[config.mk]
export PLATFORM = sky130hd
export DESIGN_NAME = spi_sram_arbiter
export DESIGN_NICKNAME = d
export VERILOG_FILES = /design/src/rtl/spi_sram_arbiter.sv
export SDC_FILE = /design/constraint.sdc
export NUM_CORES = 1
export LEC_CHECK = 0
export ABC_AREA = 1
export BUFFER_PORTS_ARGS = -buffer_cell sky130_fd_sc_hd__buf_2
export CAP_MARGIN = 0
export CORE_UTILIZATION = 41
export CTS_BUF_LIST = sky130_fd_sc_hd__clkbuf_2
export DETAILED_ROUTE_END_ITERATION = 8
export PLACE_DENSITY_LB_ADDON = 0.3
export SETUP_SLACK_MARGIN = 0.02
export SYNTH_ARGS = -nofsm -noshare
export SYNTH_HDL_FRONTEND = slang
export SYNTH_SLANG_ARGS = --single-unit
[constraint.sdc]
create_clock -name clk -period 2.34 [get_ports clk]
set_input_delay 0.468 -clock clk [delete_from_list [all_inputs] [get_ports clk]]
set_output_delay 0.468 -clock clk [all_outputs]
set_load 0.05 [all_outputs]
[src/rtl/spi_sram_arbiter.sv]
// Shares one single-port SRAM between the SPI slave memory port (fixed latency, always wins)
// and the CPU bus (req/gnt). Define SPI_ARB_CPU_WRBUF_EN for a 1-entry posted CPU write buffer.
module spi_sram_arbiter #(
    parameter int unsigned        ADDR_W   = 16,
    parameter logic [23-ADDR_W:0] SPI_BASE = '0
) (
    input  logic              clk,
    input  logic              rst,
    input  logic              spi_mem_en,
    input  logic              spi_mem_wr,
    input  logic [23:0]       spi_mem_addr,
    input  logic [7:0]        spi_mem_wdata,
    output logic [7:0]        spi_mem_rdata,
    input  logic              cpu_req,
    input  logic              cpu_we,
    input  logic [ADDR_W-1:0] cpu_addr,
    input  logic [7:0]        cpu_wdata,
    output logic              cpu_gnt,
    output logic              cpu_rvalid,
    output logic [7:0]        cpu_rdata,
    output logic              ram_en,
    output logic              ram_we,
    output logic [ADDR_W-1:0] ram_addr,
    output logic [7:0]        ram_wdata,
    input  logic [7:0]        ram_rdata,
    output logic              spi_oor,
    input  logic              spi_oor_clr
);

    typedef enum logic [1:0] {OwnIdle, OwnSpiRd, OwnCpuRd, OwnFwd} owner_e;

    owner_e owner_q, owner_d;

    logic       spi_in_win, spi_hit, spi_miss;
    logic       gnt, drain, fwd, cpu_direct;
    logic [ADDR_W-1:0] buf_addr;
    logic [7:0] buf_data;
    logic [7:0] spi_hold_q, cpu_rdata_q;
    logic       cpu_rvalid_q, spi_oor_q;

    assign spi_in_win = (spi_mem_addr[23:ADDR_W] == SPI_BASE);
    assign spi_hit    = spi_mem_en & spi_in_win;
    assign spi_miss   = spi_mem_en & ~spi_in_win;

`ifdef SPI_ARB_CPU_WRBUF_EN
    logic buf_valid, buf_match, buf_load;

    assign buf_match = buf_valid & (cpu_addr == buf_addr);
    assign drain     = buf_valid & ~spi_hit;

    // A read to a different address waits for the buffer so CPU ordering is preserved.
    always_comb begin
        gnt = 1'b0;
        if (cpu_req) begin
            if (cpu_we) begin
                gnt = ~buf_valid | ~spi_hit;
            end else if (buf_valid) begin
                gnt = buf_match;
            end else begin
                gnt = ~spi_hit;
            end
        end
    end

    // Writes that cannot reach RAM now are posted; a draining buffer is refilled on the same edge.
    assign buf_load   = gnt & cpu_we & (spi_hit | buf_valid);
    assign fwd        = gnt & ~cpu_we & buf_match;
    assign cpu_direct = gnt & ~buf_load & ~fwd;

    always_ff @(posedge clk or posedge rst) begin
        if (rst) begin
            buf_valid <= 1'b0;
            buf_addr  <= '0;
            buf_data  <= 8'h00;
        end else if (buf_load) begin
            buf_valid <= 1'b1;
            buf_addr  <= cpu_addr;
            buf_data  <= cpu_wdata;
        end else if (drain) begin
            buf_valid <= 1'b0;
        end
    end
`else
    assign gnt        = cpu_req & ~spi_hit;
    assign drain      = 1'b0;
    assign fwd        = 1'b0;
    assign cpu_direct = gnt;
    assign buf_addr   = '0;
    assign buf_data   = 8'h00;
`endif

    assign cpu_gnt = gnt & ~rst;

    always_comb begin
        ram_en    = 1'b0;
        ram_we    = 1'b0;
        ram_addr  = cpu_addr;
        ram_wdata = cpu_wdata;
        if (!rst) begin
            if (spi_hit) begin
                ram_en    = 1'b1;
                ram_we    = spi_mem_wr;
                ram_addr  = spi_mem_addr[ADDR_W-1:0];
                ram_wdata = spi_mem_wdata;
            end else if (drain) begin
                ram_en    = 1'b1;
                ram_we    = 1'b1;
                ram_addr  = buf_addr;
                ram_wdata = buf_data;
            end else if (cpu_direct) begin
                ram_en    = 1'b1;
                ram_we    = cpu_we;
            end
        end
    end

    always_comb begin
        owner_d = OwnIdle;
        if (spi_hit && !spi_mem_wr) begin
            owner_d = OwnSpiRd;
        end else if (cpu_direct && !cpu_we) begin
            owner_d = OwnCpuRd;
        end else if (fwd) begin
            owner_d = OwnFwd;
        end
    end

    always_ff @(posedge clk or posedge rst) begin
        if (rst) begin
            owner_q      <= OwnIdle;
            spi_hold_q   <= 8'h00;
            cpu_rdata_q  <= 8'h00;
            cpu_rvalid_q <= 1'b0;
            spi_oor_q    <= 1'b0;
        end else begin
            owner_q      <= owner_d;
            cpu_rvalid_q <= (cpu_direct & ~cpu_we) | fwd;
            spi_oor_q    <= spi_miss | (spi_oor_q & ~spi_oor_clr);
            if (spi_miss && !spi_mem_wr) begin
                spi_hold_q <= 8'hFF;
            end else if (owner_q == OwnSpiRd) begin
                spi_hold_q <= ram_rdata;
            end
            if (fwd) begin
                cpu_rdata_q <= buf_data;
            end else if (owner_q == OwnCpuRd) begin
                cpu_rdata_q <= ram_rdata;
            end
        end
    end

    // RAM data is bypassed in the cycle after a read and held from the register afterwards.
    assign spi_mem_rdata = (owner_q == OwnSpiRd) ? ram_rdata : spi_hold_q;
    assign cpu_rdata     = (owner_q == OwnCpuRd) ? ram_rdata : cpu_rdata_q;
    assign cpu_rvalid    = cpu_rvalid_q;
    assign spi_oor       = spi_oor_q;

endmodule

==> flow_summary.yaml <==
synthesis:
  synth_edf_count: 0
  yosys_warnings: 0
  syn_avg_cell_area_um2: 7.18
  synth_top_area_share_pct: 39.1
  synth_area_um2: 1280
  syn_nets: 249
  ys_top_cells_by_count: "nand2_1 (71), nand3_1 (23), inv_1 (21)"
  async_reset_ff_share_pct: 100
  netlist_instances: 178
  ys_seq_elements: 20
  seq_area_frac_synth_pct: 39.1
  yosys.area.top_type: "dfrtp_1"
  synth_cell_types: 20
  synth-main-ff-cell: "dfrtp_1"
  yosys-top-cells-area: "dfrtp_1 (39%), nand2_1 (21%), nand3_1 (9.0%), mux2_2 (7.0%), inv_1 (6.2%)"
  yosysMostFrequentCell: "nand2_1"
final_layout:
  final_cells: 324
  antenna_cells: 0
  nets: 365
  area_delta_synth_final_pct: 48.0
  layout-drive-gt1-share_pct: 47.4
placement:
  place_worst_setup_slack_ns: 0.279
  place_congestion: 0.792
  hpwl_mm: 2.93
  placed_cells: 320
  place.port_buffers: 115
die:
  design.core.area_um2: 2850
  fp.dieArea_um2: 3350
  rows: 19
  die_w_um: 57.8
  num_io_pins: 116
  die_h_um: 57.8
  start_util_pct: 44.8
timing:
  clock_skew_ns: 0.00111
  min_period_ns: 2.19
  fin_ws_ns: 0.153
  slew-limit-headroom_pct: 76.3
  holdWs_ns: 0.219
  slew_violations: 0
  fmax_ghz: 0.457
  setup_tns_ns: 0
  fin_crit_sh_pct: 93.4
  grt_setup_unrepaired: "no"
  finalSetupViolCount: 0
  tightest_slew_ns: 0.355
  hold_viol_final: 0
worst_setup_path:
  crit_required_ns: 1.87
  reg2reg_slack_ns: 1.03
  cp-end-kind: "primary output"
  start_kind: "flip-flop"
  critPathKind: "reg2out"
  path_max_fanout: 16
  rr_startpoint: "owner_q[1]"
  arrival_ns: 1.72
  startpoint: "owner_q[1]"
detailed_routing:
  ant_nets: 0
  viasPerCell: 4.70
  finalWirelength_mm: 3.53
  wl_per_cell_um: 10.9
  drc: 5
  firstDrtPassIters: 6
  drtIter0Drc: 64
  dr_total_vias: 1522
clock_tree:
  cts-root-buf: "clkbuf_2"
  post_cts_resized: 0
  clk_pin_slew_ns: 0.17
  cts_buffers: 3
  post-cts-setup-buffers: 0
  cts_tree: "built"
  clock-sinks: 20
  insertion_delay_ns: 0.31
  cts_hold_buf: 0
  clock_path_buffers: 2
  h-tree-depth: 1
pwr:
  power_density_nw_per_um2: 461
  p_leak_uw: 0.00110
  peakVddDrop_mv: 0.217
  p_total_uw: 873
worst_hold_path:
  min_path_type: "in2async"
grt:
  grt_pass1_vias: 1390
  grt_max_degree: 28
  grt-ovfl-total: 0
  track_usage_pct: 22.0
  grt_pass1_wl_mm: 5.67
  antenna_found_initial: 0
status:
  status: "finished, violations left"
  violations: "design-rule violations"
flow_run:
  cap_violations: 0
## state kept, by name, summed over array words and instances, names as in the netlist
register / count
spi_hold_q: 8
cpu_rdata_q: 8
owner_q: 2
cpu_rvalid: 1
spi_oor: 1
## metrics by stage
stage               instance area (um^2)  util, %
finish                              1890     66.4
global route                        1890     66.4
detailed placement                  1870     65.7
global placement                    1870     65.7
CTS                                 1890     66.4
floorplan                           1280        -
## cell type report
cell class / count / area (um^2)
multi-input cells: 128 / 634
fillers: 278 / 960
flip-flops and latches: 20 / 500
inverters: 22 / 82.6
clock buffers: 3 / 15.0
clock inverters: 1 / 3.75
repair buffers: 119 / 618
well taps: 31 / 38.8
## critical path, stage by stage, from the launching register on
cell	delay (ns)
dfrtp_1	0.41
or2_2	0.42
o21ai_0	0.31
inv_1	0.06
buf_2	0.21
## cells in the final DEF, fill, tap and decap left out
cell type	netlist	final
nor3_4	1	1
o21ai_0	9	7
nor3_1	3	2
nand2_2	1	1
nor2_2	2	2
o21ai_1	0	2
buf_12	0	1
buf_2	2	115
nor2_4	1	1
clkinv_1	1	2
nor2_1	5	5
nand3_1	23	23
buf_4	1	3
inv_1	21	21
nand2_1	71	71
nand3_2	2	2
or2_2	0	1
clkbuf_2	0	3
mux2_2	8	8
nor3_2	0	1
o22ai_1	1	1
dfrtp_1	20	20
## report_power, final
group | internal (uW) | leakage [uW] | total (uW) | switching, uW
combinational | 107 | 0.000873 | 361 | 254
sequential | 369 | 0.000214 | 374 | 5.04
clock | 37.1 | 0.0000140 | 138 | 101
## logic make-up after synthesis
logic type      after synthesis  share of synthesized area, %
simple gates                110                          38.2
buf+inv                      30                          11.6
compound gates               10                          4.01
mux                           8                          7.05
flops                        20                          39.1
## layer usage
layer / track usage [%] / vias to the layer above / wire length [um]
li1: - / 786 / -
met1: 22.1 / 671 / 1270
met2: 44.3 / 61 / 1970
met3: 4.24 / 4 / 256
met4: 7.14 / 0 / 39
met5: 0 / - / 0
## worst paths after layout
kind,cells after the start,endpoint
min,3,spi_oor
max reg2reg,3,spi_hold_q[0]
min in group clk,2,spi_oor
min reg2reg,1,cpu_rdata_q[5]
max,4,spi_mem_rdata[1]
max in group asynchronous,3,cpu_rdata_q[6]
(Power assumes the default switching activity.)
